## src/rtl/trap_sequencer.sv

```systemverilog
// Interrupt entry/exit sequencer.
// Picks one pending, enabled interrupt and holds fetch until the ROB drains.
// It then raises a single-cycle trap request with cause and EPC. After the
// handler's mret it clears the source at the CLINT and waits for a minimum
// number of commits before it accepts another interrupt.
//
//   state   | meaning
//   --------+-----------------------------------------------------------
//   IDLE    | armed; watching for an effective interrupt request
//   DRAIN   | fetch held, waiting for the ROB to empty
//   ENTER   | one-cycle trap request with cause/EPC to CSR/PC logic
//   HANDLER | handler running; further interrupts ignored until mret
//   RESUME  | forward-progress window; counting commits before re-arm
module trap_sequencer #(
    parameter int                    PC_WIDTH    = 32,
    parameter logic [PC_WIDTH-1:0]   RESET_PC    = '0,
    parameter int                    MIN_COMMITS = 1
) (
    input  logic                clk,
    input  logic                rst_n,
    input  logic                csr_mstatus_mie,
    input  logic [2:0]          irq_pending,
    input  logic [2:0]          irq_enable,
    input  logic                rob_empty,
    input  logic                rob_commit_valid,
    input  logic [PC_WIDTH-1:0] rob_commit_pc,
    input  logic                rob_commit_exp,
    input  logic                rob_commit_mret,
    output logic                seq_fetch_hold,
    output logic                seq_flush,
    output logic                trap_req,
    output logic [31:0]         trap_cause,
    output logic [PC_WIDTH-1:0] trap_epc,
    output logic [2:0]          int_clear,
    output logic [2:0]          seq_state
);

    typedef enum logic [2:0] {
        ST_IDLE    = 3'd0,
        ST_DRAIN   = 3'd1,
        ST_ENTER   = 3'd2,
        ST_HANDLER = 3'd3,
        ST_RESUME  = 3'd4
    } state_t;

    localparam logic [4:0]          MIN_C    = 5'(MIN_COMMITS);
    localparam logic [PC_WIDTH-1:0] PC_STEP  = PC_WIDTH'(4);

    state_t              state_q, state_d;
    logic [2:0]          sel_src_q, sel_src_d;
    logic [3:0]          cnt_q, cnt_d;
    logic [PC_WIDTH-1:0] last_pc_q;
    logic [PC_WIDTH-1:0] epc_q;
    logic                epc_load;
    logic                flush_q, flush_d;
    logic [2:0]          int_clear_q, int_clear_d;

    logic [2:0]          eff;
    logic [2:0]          win;
    logic [4:0]          cnt_sum;
    logic [3:0]          cause_code;

    assign eff     = {3{csr_mstatus_mie}} & irq_pending & irq_enable;
    assign cnt_sum = {1'b0, cnt_q} + 5'(rob_commit_valid);

    // Fixed-priority pick: external beats software beats timer.
    always_comb begin
        win = 3'b000;
        if (eff[0]) begin
            win = 3'b001;
        end else if (eff[1]) begin
            win = 3'b010;
        end else if (eff[2]) begin
            win = 3'b100;
        end
    end

    // mcause exception code for the latched source.
    always_comb begin
        cause_code = 4'd0;
        unique case (sel_src_q)
            3'b001:  cause_code = 4'd11;
            3'b010:  cause_code = 4'd3;
            3'b100:  cause_code = 4'd7;
            default: cause_code = 4'd0;
        endcase
    end

    // Next-state, source latch, commit counter and pulse requests.
    always_comb begin
        state_d     = state_q;
        sel_src_d   = sel_src_q;
        cnt_d       = cnt_q;
        flush_d     = 1'b0;
        int_clear_d = 3'b000;
        epc_load    = 1'b0;

        unique case (state_q)
            ST_IDLE: begin
                // A committing exception owns the trap; do not start entry.
                if ((eff != 3'b000) && !rob_commit_exp) begin
                    state_d   = ST_DRAIN;
                    sel_src_d = win;
                    flush_d   = 1'b1;
                end
            end
            ST_DRAIN: begin
                if (rob_commit_exp) begin
                    state_d   = ST_IDLE;
                    sel_src_d = 3'b000;
                end else if ((eff & sel_src_q) == 3'b000) begin
                    state_d   = ST_IDLE;
                    sel_src_d = 3'b000;
                end else if (rob_empty) begin
                    state_d  = ST_ENTER;
                    epc_load = 1'b1;
                end
            end
            ST_ENTER: begin
                state_d = ST_HANDLER;
            end
            ST_HANDLER: begin
                // mret wins over a simultaneous exception flag.
                if (rob_commit_mret) begin
                    int_clear_d = sel_src_q;
                    cnt_d       = 4'd0;
                    if (MIN_COMMITS == 0) begin
                        state_d = ST_IDLE;
                    end else begin
                        state_d = ST_RESUME;
                    end
                end
            end
            ST_RESUME: begin
                if (cnt_sum == MIN_C) begin
                    state_d = ST_IDLE;
                end else if (rob_commit_valid) begin
                    cnt_d = cnt_q + 4'd1;
                end
            end
            default: begin
                state_d   = ST_IDLE;
                sel_src_d = 3'b000;
            end
        endcase
    end

    // FSM state, latched source and commit counter.
    always_ff @(posedge clk or negedge rst_n) begin
        if (!rst_n) begin
            state_q   <= ST_IDLE;
            sel_src_q <= 3'b000;
            cnt_q     <= 4'd0;
        end else begin
            state_q   <= state_d;
            sel_src_q <= sel_src_d;
            cnt_q     <= cnt_d;
        end
    end

    // Track the PC after the most recent commit; this is the return address.
    always_ff @(posedge clk or negedge rst_n) begin
        if (!rst_n) begin
            last_pc_q <= RESET_PC;
        end else if (rob_commit_valid) begin
            last_pc_q <= rob_commit_pc + PC_STEP;
        end
    end

    // Freeze the EPC as the trap is entered so late commits cannot move it.
    always_ff @(posedge clk or negedge rst_n) begin
        if (!rst_n) begin
            epc_q <= '0;
        end else if (epc_load) begin
            epc_q <= last_pc_q;
        end
    end

    // Registered single-cycle flush and CLINT clear pulses.
    always_ff @(posedge clk or negedge rst_n) begin
        if (!rst_n) begin
            flush_q     <= 1'b0;
            int_clear_q <= 3'b000;
        end else begin
            flush_q     <= flush_d;
            int_clear_q <= int_clear_d;
        end
    end

    assign seq_fetch_hold = (state_q == ST_DRAIN) || (state_q == ST_ENTER);
    assign trap_req       = (state_q == ST_ENTER);
    assign trap_cause     = trap_req ? {1'b1, 27'b0, cause_code} : 32'h0;
    assign trap_epc       = trap_req ? epc_q : '0;
    assign seq_flush      = flush_q;
    assign int_clear      = int_clear_q;
    assign seq_state      = state_q;

endmodule

```

## config.mk

```make
export PLATFORM = sky130hd
export DESIGN_NAME = trap_sequencer
export DESIGN_NICKNAME = d
export VERILOG_FILES = /design/src/rtl/trap_sequencer.sv
export SDC_FILE = /design/constraint.sdc
export NUM_CORES = 1
export LEC_CHECK = 0
export CORE_MARGIN = 2
export CORE_UTILIZATION = 33
export CTS_CLUSTER_SIZE = 40
export DETAILED_ROUTE_END_ITERATION = 8
export SETUP_SLACK_MARGIN = 0.2
export SYNTH_ARGS = -nofsm -noshare
export SYNTH_HDL_FRONTEND = slang
export SYNTH_SLANG_ARGS = --single-unit
```

## constraint.sdc

```tcl
create_clock -name clk -period 4.8 [get_ports clk]
set_input_delay 0.96 -clock clk [delete_from_list [all_inputs] [get_ports clk]]
set_output_delay 0.96 -clock clk [all_outputs]
set_load 0.02 [all_outputs]
```

==> flow_summary.json, run 1 <==
{
  "grt_max_degree": 79,
  "irDropWorstVdd_mv": 0.196,
  "gp_congestion": 0.823,
  "ctsResizeCount": 0,
  "clk_latency_ns": 0.33,
  "ys_seq_area_frac": 0.466,
  "synth_top_area_share": 0.466,
  "power_density_mw_per_mm2": 398,
  "setup_violations": 0,
  "cts_max_path_buffers": 2,
  "finalPower_mw": 2.18,
  "drt_pass1_iterations": 4,
  "yosys-top-cells-area": "dfrtp_1 (47%), mux2_2 (9.4%), and2_1 (5.4%)",
  "layoutNonFillerInstCount": 677,
  "synth_warnings": 0,
  "cts_root_buf": "clkbuf_16",
  "cp_cell_sequence": "nand2b_1, nor2_2, buf_4, and2_1, clkdlybuf4s50_1",
  "finClkSkew_ns": 0.00500,
  "path_max_fanout": 34,
  "synth_fa_ha_area_frac": 0.0119,
  "rsz0062_at_grt": "false",
  "insertedDiodeCount": 0,
  "worst_slew_pin_slew_ns": 0.996,
  "timing.fmax_mhz": 297,
  "die_x_um": 117,
  "yosysMostFrequentCell": "dfrtp_1",
  "drive_gt1_frac": 0.127,
  "rows": 41,
  "final_area_sq_mm": 0.00548,
  "wirelength_mm": 9.49,
  "fin_crit_sh": 0.702,
  "clock-sinks": 78,
  "report.final.slew_viol_count": 0,
  "required_ns": 3.84,
  "clk_pin_slew_ns": 0.06,
  "status": "finished clean",
  "wl_per_cell_um": 14.0,
  "dieHeight_um": 117,
  "synth_ff_type": "dfrtp_1",
  "viasPerCell": 4.73,
  "ys_top_cells_by_count": "dfrtp_1 (78), nor2_1 (37), and2_1 (36)",
  "syn-mean-instance-area_sq_um": 10.0,
  "initial_core_util": 0.335,
  "endpoint_kind": "output port",
  "synth-compound-area-share": 0.0683,
  "critical_path_arrival_ns": 2.41,
  "core_area_sq_mm": 0.0125,
  "ys_ff_latch": 78,
  "num_vias": 3199,
  "worst_path_max_delay_cell": "clkdlybuf4s50_1",
  "layout.nets": 549,
  "p_leak_nw": 2.36,
  "tns_ns": 0,
  "gr-usage-all-layers": 0.145,
  "io_buffers": 90,
  "ys_types": 46,
  "syn_inst": 418,
  "area_growth_pct": 30.7,
  "synth_area_sq_mm": 0.00419,
  "grt_pass1_wl_mm": 15.3,
  "die_area_sq_mm": 0.0136,
  "gr-total-overflow": 0,
  "drt_iter0_drc": 127,
  "cap_violations": 0,
  "hold_violations": 0,
  "cp-start-kind": "register",
  "hold_class": "register to register",
  "synth-xor-area-share": 0.0585,
  "cts-buffers-inserted": 9,
  "cts_tree": "yes",
  "yosysTopAreaCell": "dfrtp_1",
  "post-route-drc-count": 0,
  "muxShareOfSynthArea": 0.101,
  "min_period_ns": 3.37,
  "cts_hold_buf": 0,
  "ant_nets": 0,
  "crit_type": "register to output port",
  "place_inst": 661,
  "nFillCells": 1223,
  "synth_top_family_by_area": "simple AND/OR/NAND/NOR gates",
  "synth_edf_count": 0,
  "antenna_found_initial": 0,
  "postCtsSetupRepairBufs": 0,
  "max_stage_delay_ns": 0.65,
  "post-dp-hpwl_mm": 6.63,
  "ios": 118,
  "synth_simple_gate_area_frac": 0.217,
  "async_flop_share": 1.00,
  "placed_cell_area_sq_mm": 0.00513,
  "grt_pass1_vias": 3113,
  "h-tree-depth": 3,
  "slew_headroom": 0.336
}
[per-stage QoR]
stage	setup WS (ns)	hold slack, ns	utilization
2_1_floorplan	1.91	0.442	-
3_3_place_gp	1.66	0.456	0.410
3_5_place_dp	1.60	0.463	0.410
4_1_cts	1.40	0.475	0.438
5_1_grt	1.26	0.485	0.438
6_report	1.43	0.471	0.438
[placed cells by master (no fill, tap or decap), types with 2 or more instances in the layout]
| cell | netlist | final |
|---|---|---|
| o311ai_0 | 2 | 2 |
| xor2_1 | 19 | 19 |
| mux2_2 | 35 | 35 |
| nor4_2 | 2 | 2 |
| and2_1 | 36 | 36 |
| conb_1 | 1 | 27 |
| o31ai_1 | 2 | 2 |
| dfrtp_1 | 78 | 78 |
| nand3_1 | 27 | 27 |
| bufinv_16 | 0 | 3 |
| inv_1 | 8 | 8 |
| nand2b_1 | 4 | 4 |
| clkdlybuf4s50_1 | 0 | 88 |
| nor2_1 | 37 | 36 |
| xnor2_1 | 9 | 9 |
| and3_1 | 8 | 8 |
| nor3b_1 | 2 | 2 |
| clkbuf_16 | 0 | 9 |
| ha_1 | 4 | 4 |
| nand4_1 | 11 | 11 |
| nor3_1 | 6 | 6 |
| nand2_1 | 20 | 20 |
| a21oi_1 | 29 | 29 |
| o21ai_0 | 7 | 7 |
| mux2i_1 | 3 | 3 |
| buf_4 | 29 | 4 |
[cells by family after synthesis]
kind of cell               Yosys count
DFF                                 78
muxes                               38
AOI/OAI and AO/OA                   48
xor gates and xnor gates            28
adders and majority gates            4
other                                1
and+or+nand+nor                    165
buffers and inverters               56
[metal layers]
layer | share of wire | vias to the layer above | global-route usage
met5 | 0 | - | 0
met4 | 0.015 | 0 | 0.0588
met3 | 0.056 | 14 | 0.0332
met2 | 0.46 | 87 | 0.227
met1 | 0.47 | 1538 | 0.195
li1 | - | 1560 | -
[power by group]
part | switching, mW | internal [mW]
Clock | 0.267 | 0.523
Sequential | 0.0893 | 0.750
Combinational | 0.301 | 0.252
[worst paths after layout]
kind,slack [ns],to,startpoint,depth (start not counted)
min in group asynchronous,0.78,int_clear[0],rst_n,1
worst max-delay path,1.43,trap_epc[2],seq_state[1],5
worst min-delay path,0.47,epc_q[31],epc_q[31],2
worst max register to register,2.66,cnt_q[1],cnt_q[0],6
max in group asynchronous,3.36,sel_src_q[2],rst_n,1
worst min register to register,0.47,epc_q[31],epc_q[31],2
[state kept, by name, indices dropped and copies added, names as in the netlist]
| signal | count |
|---|---|
| seq_flush | 1 |
| sel_src_q | 3 |
| int_clear | 3 |
| cnt_q | 4 |
| epc_q | 32 |
| seq_state | 3 |
| last_pc_q | 32 |
[final cells by class]
cell class | count | area (sq um) | area share
inverters | 8 | 30.0 | 0.00548
well taps | 172 | 215 | 0.0393
repair buffers | 93 | 916 | 0.167
multi-input cells | 310 | 2020 | 0.368
clock buffers | 11 | 243 | 0.0443
flip-flops and latches | 78 | 1950 | 0.356
clock inverters | 5 | 106 | 0.0194
[worst max-delay path: cells and delay by family (launching register included)]
family | cells | cell delay, ns
and+or+nand+nor | 3 | 0.51
DFF | 1 | 0.59
buffers and inverters | 2 | 0.97
Note: power is estimated with default switching activity, not from simulation.
==> run 2: changes to the inputs <==
==> constraint.sdc (replaced) <==
create_clock -name clk -period 2.73 [get_ports clk]
set_input_delay 0.546 -clock clk [delete_from_list [all_inputs] [get_ports clk]]
set_output_delay 0.546 -clock clk [all_outputs]
set_load 0.02 [all_outputs]
==> flow_summary.json, run 2 (synthesis results as in run 1) <==
{
  "status": "finished clean",
  "wl_per_cell_um": 14.2,
  "gr-usage-all-layers": 0.147,
  "cts_hold_buf": 0,
  "reg.largest.list": "epc_q (32), last_pc_q (32), cnt_q (4)",
  "power_density_mw_per_mm2": 676,
  "drt_iter0_drc": 141,
  "grtUsageMet3": 0.0415,
  "dieHeight_um": 117,
  "post-dp-hpwl_mm": 7.12,
  "clk_latency_ns": 0.33,
  "die_x_um": 117,
  "cts-buffers-inserted": 9,
  "required_ns": 2.18,
  "ant_nets": 0,
  "viasPerCell": 4.78,
  "h-tree-depth": 3,
  "p_leak_nw": 2.61,
  "grt_pass1_wl_mm": 15.6,
  "clock-sinks": 78,
  "crit_type": "register to output port",
  "worst_slew_pin_slew_ns": 0.734,
  "grt_pass1_vias": 3183,
  "slew_headroom": 0.504,
  "cp-start-kind": "register",
  "use_met1": 0.191,
  "irDropWorstVdd_mv": 0.360,
  "tns_ns": 0,
  "die_area_sq_mm": 0.0136,
  "layout_common_cells": "dfrtp_1 (78), clkdlybuf4s50_1 (52), and2_1 (36), nor2_1 (36), mux2_2 (35)",
  "grt_use_met2": 0.242,
  "cap_violations": 0,
  "hold_class": "input pin to async pin",
  "initial_core_util": 0.335,
  "cts_max_path_buffers": 2,
  "report.final.slew_viol_count": 0,
  "rsz0062_at_grt": "false",
  "ios": 118,
  "nFillCells": 1287,
  "final_common_cell": "dfrtp_1",
  "drive_gt1_frac": 0.149,
  "clk_pin_slew_ns": 0.06,
  "io_buffers": 90,
  "min_period_ns": 2.43,
  "rows": 41,
  "gp_congestion": 0.848,
  "cts_root_buf": "clkbuf_16",
  "num_vias": 3292,
  "fin_crit_sh": 0.890,
  "drt_pass1_iterations": 4,
  "layout.nets": 561,
  "path_max_fanout": 17,
  "finalPower_mw": 3.73,
  "core_area_sq_mm": 0.0125,
  "post-route-drc-count": 0,
  "antenna_found_initial": 0,
  "critical_path_arrival_ns": 1.88,
  "area_growth_pct": 31.5,
  "hold_violations": 0,
  "setup_violations": 0,
  "wirelength_mm": 9.81,
  "timing.fmax_mhz": 411,
  "grt_max_degree": 67,
  "endpoint_kind": "output port",
  "insertedDiodeCount": 0,
  "finClkSkew_ns": 0.0109,
  "grt_busiest_layer": "met2",
  "gr-total-overflow": 0,
  "cts_tree": "yes"
}
## run 2: layout make-up
type                            count  area (sq um)  share of cell area
Clock buffer                       10           239              0.0433
Tap cell                          172           215              0.0390
Timing Repair Buffer              105           985               0.179
Multi-Input combinational cell    310          2020               0.367
Inverter                            8          30.0             0.00545
Sequential cell                    78          1950               0.354
Clock inverter                      6          68.8              0.0125
## run 2: metal layers
layer / vias up / share of wire
met5: - / 0
met4: 0 / 0.011
met3: 10 / 0.062
met2: 102 / 0.47
met1: 1603 / 0.46
li1: 1577 / -
## run 2: what timing repair did
action / CTS / global route
buffers inserted: 0 / 0
pin swaps: 0 / 0
gates cloned: 0 / 0
setup endpoints to repair: 36 / 2
gates resized for setup: 36 / 2
## run 2: power by group
group          total, mW  internal (mW)  switching [mW]
sequential          1.42           1.32           0.104
clock               1.23          0.738           0.495
combinational       1.07          0.474           0.598
## run 2: path summary, 6_finish.rpt
| path | start | to | slack, ns | cells after the start |
|---|---|---|---|---|
| setup / recovery | seq_state[2] | trap_cause[31] | 0.30 | 4 |
| hold / removal | rst_n | int_clear[0] | 0.24 | 1 |
| setup reg to reg | cnt_q[0] | cnt_q[1] | 0.59 | 6 |
| hold reg to reg | epc_q[2] | epc_q[2] | 0.47 | 2 |
| max in group asynchronous | rst_n | epc_q[13] | 1.88 | 2 |
| min in group clk | epc_q[2] | epc_q[2] | 0.47 | 2 |
## run 2: stage by stage
step | hold slack [ns] | setup WS, ns | utilization | instance area, sq um | std cells
6_report | 0.245 | 0.299 | 0.441 | 5510 | 689
5_1_grt | 0.291 | 0.214 | 0.441 | 5510 | 689
4_1_cts | 0.268 | 0.245 | 0.440 | 5510 | 689
3_5_place_dp | 0.468 | 0.182 | 0.418 | 5240 | 673
3_3_place_gp | 0.460 | 0.206 | 0.418 | 5240 | 673
2_1_floorplan | 0.250 | 0.249 | - | 4290 | 444
## run 2: critical path, cell delays in order, from the launching register on
cell and delay (ns):
dfrtp_1 0.37, nand2b_1 0.23, nor2_4 0.17, buf_6 0.18, clkdlybuf4s50_1 0.61
==> run 3: changes to the inputs <==
--- a/config.mk
+++ b/config.mk
@@ -5,8 +5,10 @@
 export SDC_FILE = /design/constraint.sdc
 export NUM_CORES = 1
 export LEC_CHECK = 0
+export CAP_MARGIN = 20
 export CORE_MARGIN = 2
 export CORE_UTILIZATION = 33
+export CTS_BUF_LIST = sky130_fd_sc_hd__clkbuf_4
 export CTS_CLUSTER_SIZE = 40
 export DETAILED_ROUTE_END_ITERATION = 8
 export SETUP_SLACK_MARGIN = 0.2
==> flow_summary.json, run 3 (synthesis results as in run 1) <==
{
  "drive_gt1_frac": 0.151,
  "place_ws_ns": 0.182,
  "layout_common_cells": "dfrtp_1 (78), clkdlybuf4s50_1 (50), and2_1 (36), nor2_1 (36), mux2_2 (35)",
  "grt_pass1_vias": 3181,
  "setup_violations": 0,
  "hold_violations": 0,
  "post-route-drc-count": 0,
  "p_leak_nw": 2.46,
  "min_period_ns": 2.41,
  "io_buffers": 90,
  "cts-buffers-inserted": 9,
  "h-tree-depth": 3,
  "reg2reg_slack_ns": 0.58,
  "worstReg2RegStart": "cnt_q[0]",
  "wirelength_mm": 9.81,
  "die_area_sq_mm": 0.0136,
  "cts_hold_buf": 0,
  "r2r_end": "cnt_q[1]",
  "required_ns": 2.18,
  "insertedDiodeCount": 0,
  "crit_type": "register to output port",
  "final_common_cell": "dfrtp_1",
  "initial_core_util": 0.335,
  "grt_pass1_wl_mm": 15.6,
  "drt_pass1_iterations": 4,
  "viasPerCell": 4.77,
  "report.final.slew_viol_count": 0,
  "worst_slew_pin_slew_ns": 0.732,
  "ios": 118,
  "core_area_sq_mm": 0.0125,
  "timing.fmax_mhz": 416,
  "drt_iter0_drc": 148,
  "grt_max_degree": 67,
  "postCtsSetupRepairBufs": 0,
  "rsz0062_at_grt": "true",
  "hold_class": "input pin to async pin",
  "slew_headroom": 0.506,
  "rr_worst_depth": 6,
  "endpoint_kind": "output port",
  "irDropWorstVdd_mv": 0.340,
  "dieHeight_um": 117,
  "post-dp-hpwl_mm": 7.12,
  "power_density_mw_per_mm2": 598,
  "cts_root_buf": "clkbuf_4",
  "ctsResizeCount": 42,
  "fin_crit_sh": 0.881,
  "reg.largest.list": "epc_q (32), last_pc_q (32), cnt_q (4)",
  "critical_path_arrival_ns": 1.86,
  "timing.final.ws_setup_ns": 0.324,
  "finClkSkew_ns": 0.0191,
  "antenna_found_initial": 0,
  "clock-sinks": 78,
  "tns_ns": 0,
  "num_vias": 3284,
  "path_max_fanout": 17,
  "rows": 41,
  "cp-start-kind": "register",
  "die_x_um": 117,
  "clk_pin_slew_ns": 0.13,
  "gr-usage-all-layers": 0.147,
  "cap_violations": 0,
  "layout.nets": 561,
  "gr-total-overflow": 0,
  "status": "finished clean",
  "ant_nets": 0,
  "wl_per_cell_um": 14.2,
  "area_growth_pct": 27.5,
  "cts_max_path_buffers": 2,
  "cts_tree": "yes",
  "gp_congestion": 0.848,
  "clk_latency_ns": 0.42
}
run 3: cell count changes in the layout (fill, tap and decap cells not counted), sizes merged:
cell / delta
clkbuf: +1
clkdlybuf4s15: +12
clkdlybuf4s50: -2
clkinv: +1
dlygate4sd2: -10
dlymetal6s2s: -2
run 3: how the worst max path moves through the flow:
| stage | startpoint | end | slack, ns |
|---|---|---|---|
| after floorplan | seq_state[1] | trap_cause[3] | 0.25 |
| after global placement | rob_commit_pc[7] | last_pc_q[31] | 0.21 |
| after detailed placement | rob_commit_pc[7] | last_pc_q[31] | 0.18 |
| after CTS | seq_state[2] | trap_epc[31] | 0.21 |
| after global routing | seq_state[2] | trap_epc[25] | 0.19 |
| final | seq_state[2] | trap_epc[31] | 0.32 |
run 3: report_power, final:
group          switching (mW)  internal [mW]  total, mW
clock network           0.430          0.281      0.711
registers               0.105           1.32       1.42
logic                   0.601          0.466       1.07
run 3: per-layer routing:
metal,part of all wire,vias up,track usage
met4,0.0055,0,0.0314
met1,0.46,1619,0.190
li1,-,1575,-
met2,0.47,86,0.242
met5,0,-,0
met3,0.064,4,0.0477
run 3: final cells by class:
type,count,area [sq um]
Clock buffer,9,67.6
Clock inverter,7,72.6
Fill cell,1310,7170
Inverter,8,30.0
Multi-Input combinational cell,310,2020
Sequential cell,78,1950
Tap cell,172,215
Timing Repair Buffer,105,986
run 3: worst max-delay path, stage by stage, from the launching register on:
cell and delay [ns]:
dfrtp_1 0.39, nand2b_1 0.23, nor2_4 0.18, buf_6 0.18, and2_1 0.13, clkdlybuf4s15_1 0.34
run 3: through the flow:
step	total power [mW]	util	hold slack [ns]	std cells	instance area [sq um]
floorplan	2.11	-	0.250	444	4290
global placement	2.51	0.418	0.460	673	5240
detailed placement	2.54	0.418	0.468	673	5240
CTS	3.24	0.427	0.139	689	5340
global route	3.41	0.427	0.150	689	5350
finish	3.20	0.427	0.151	689	5350
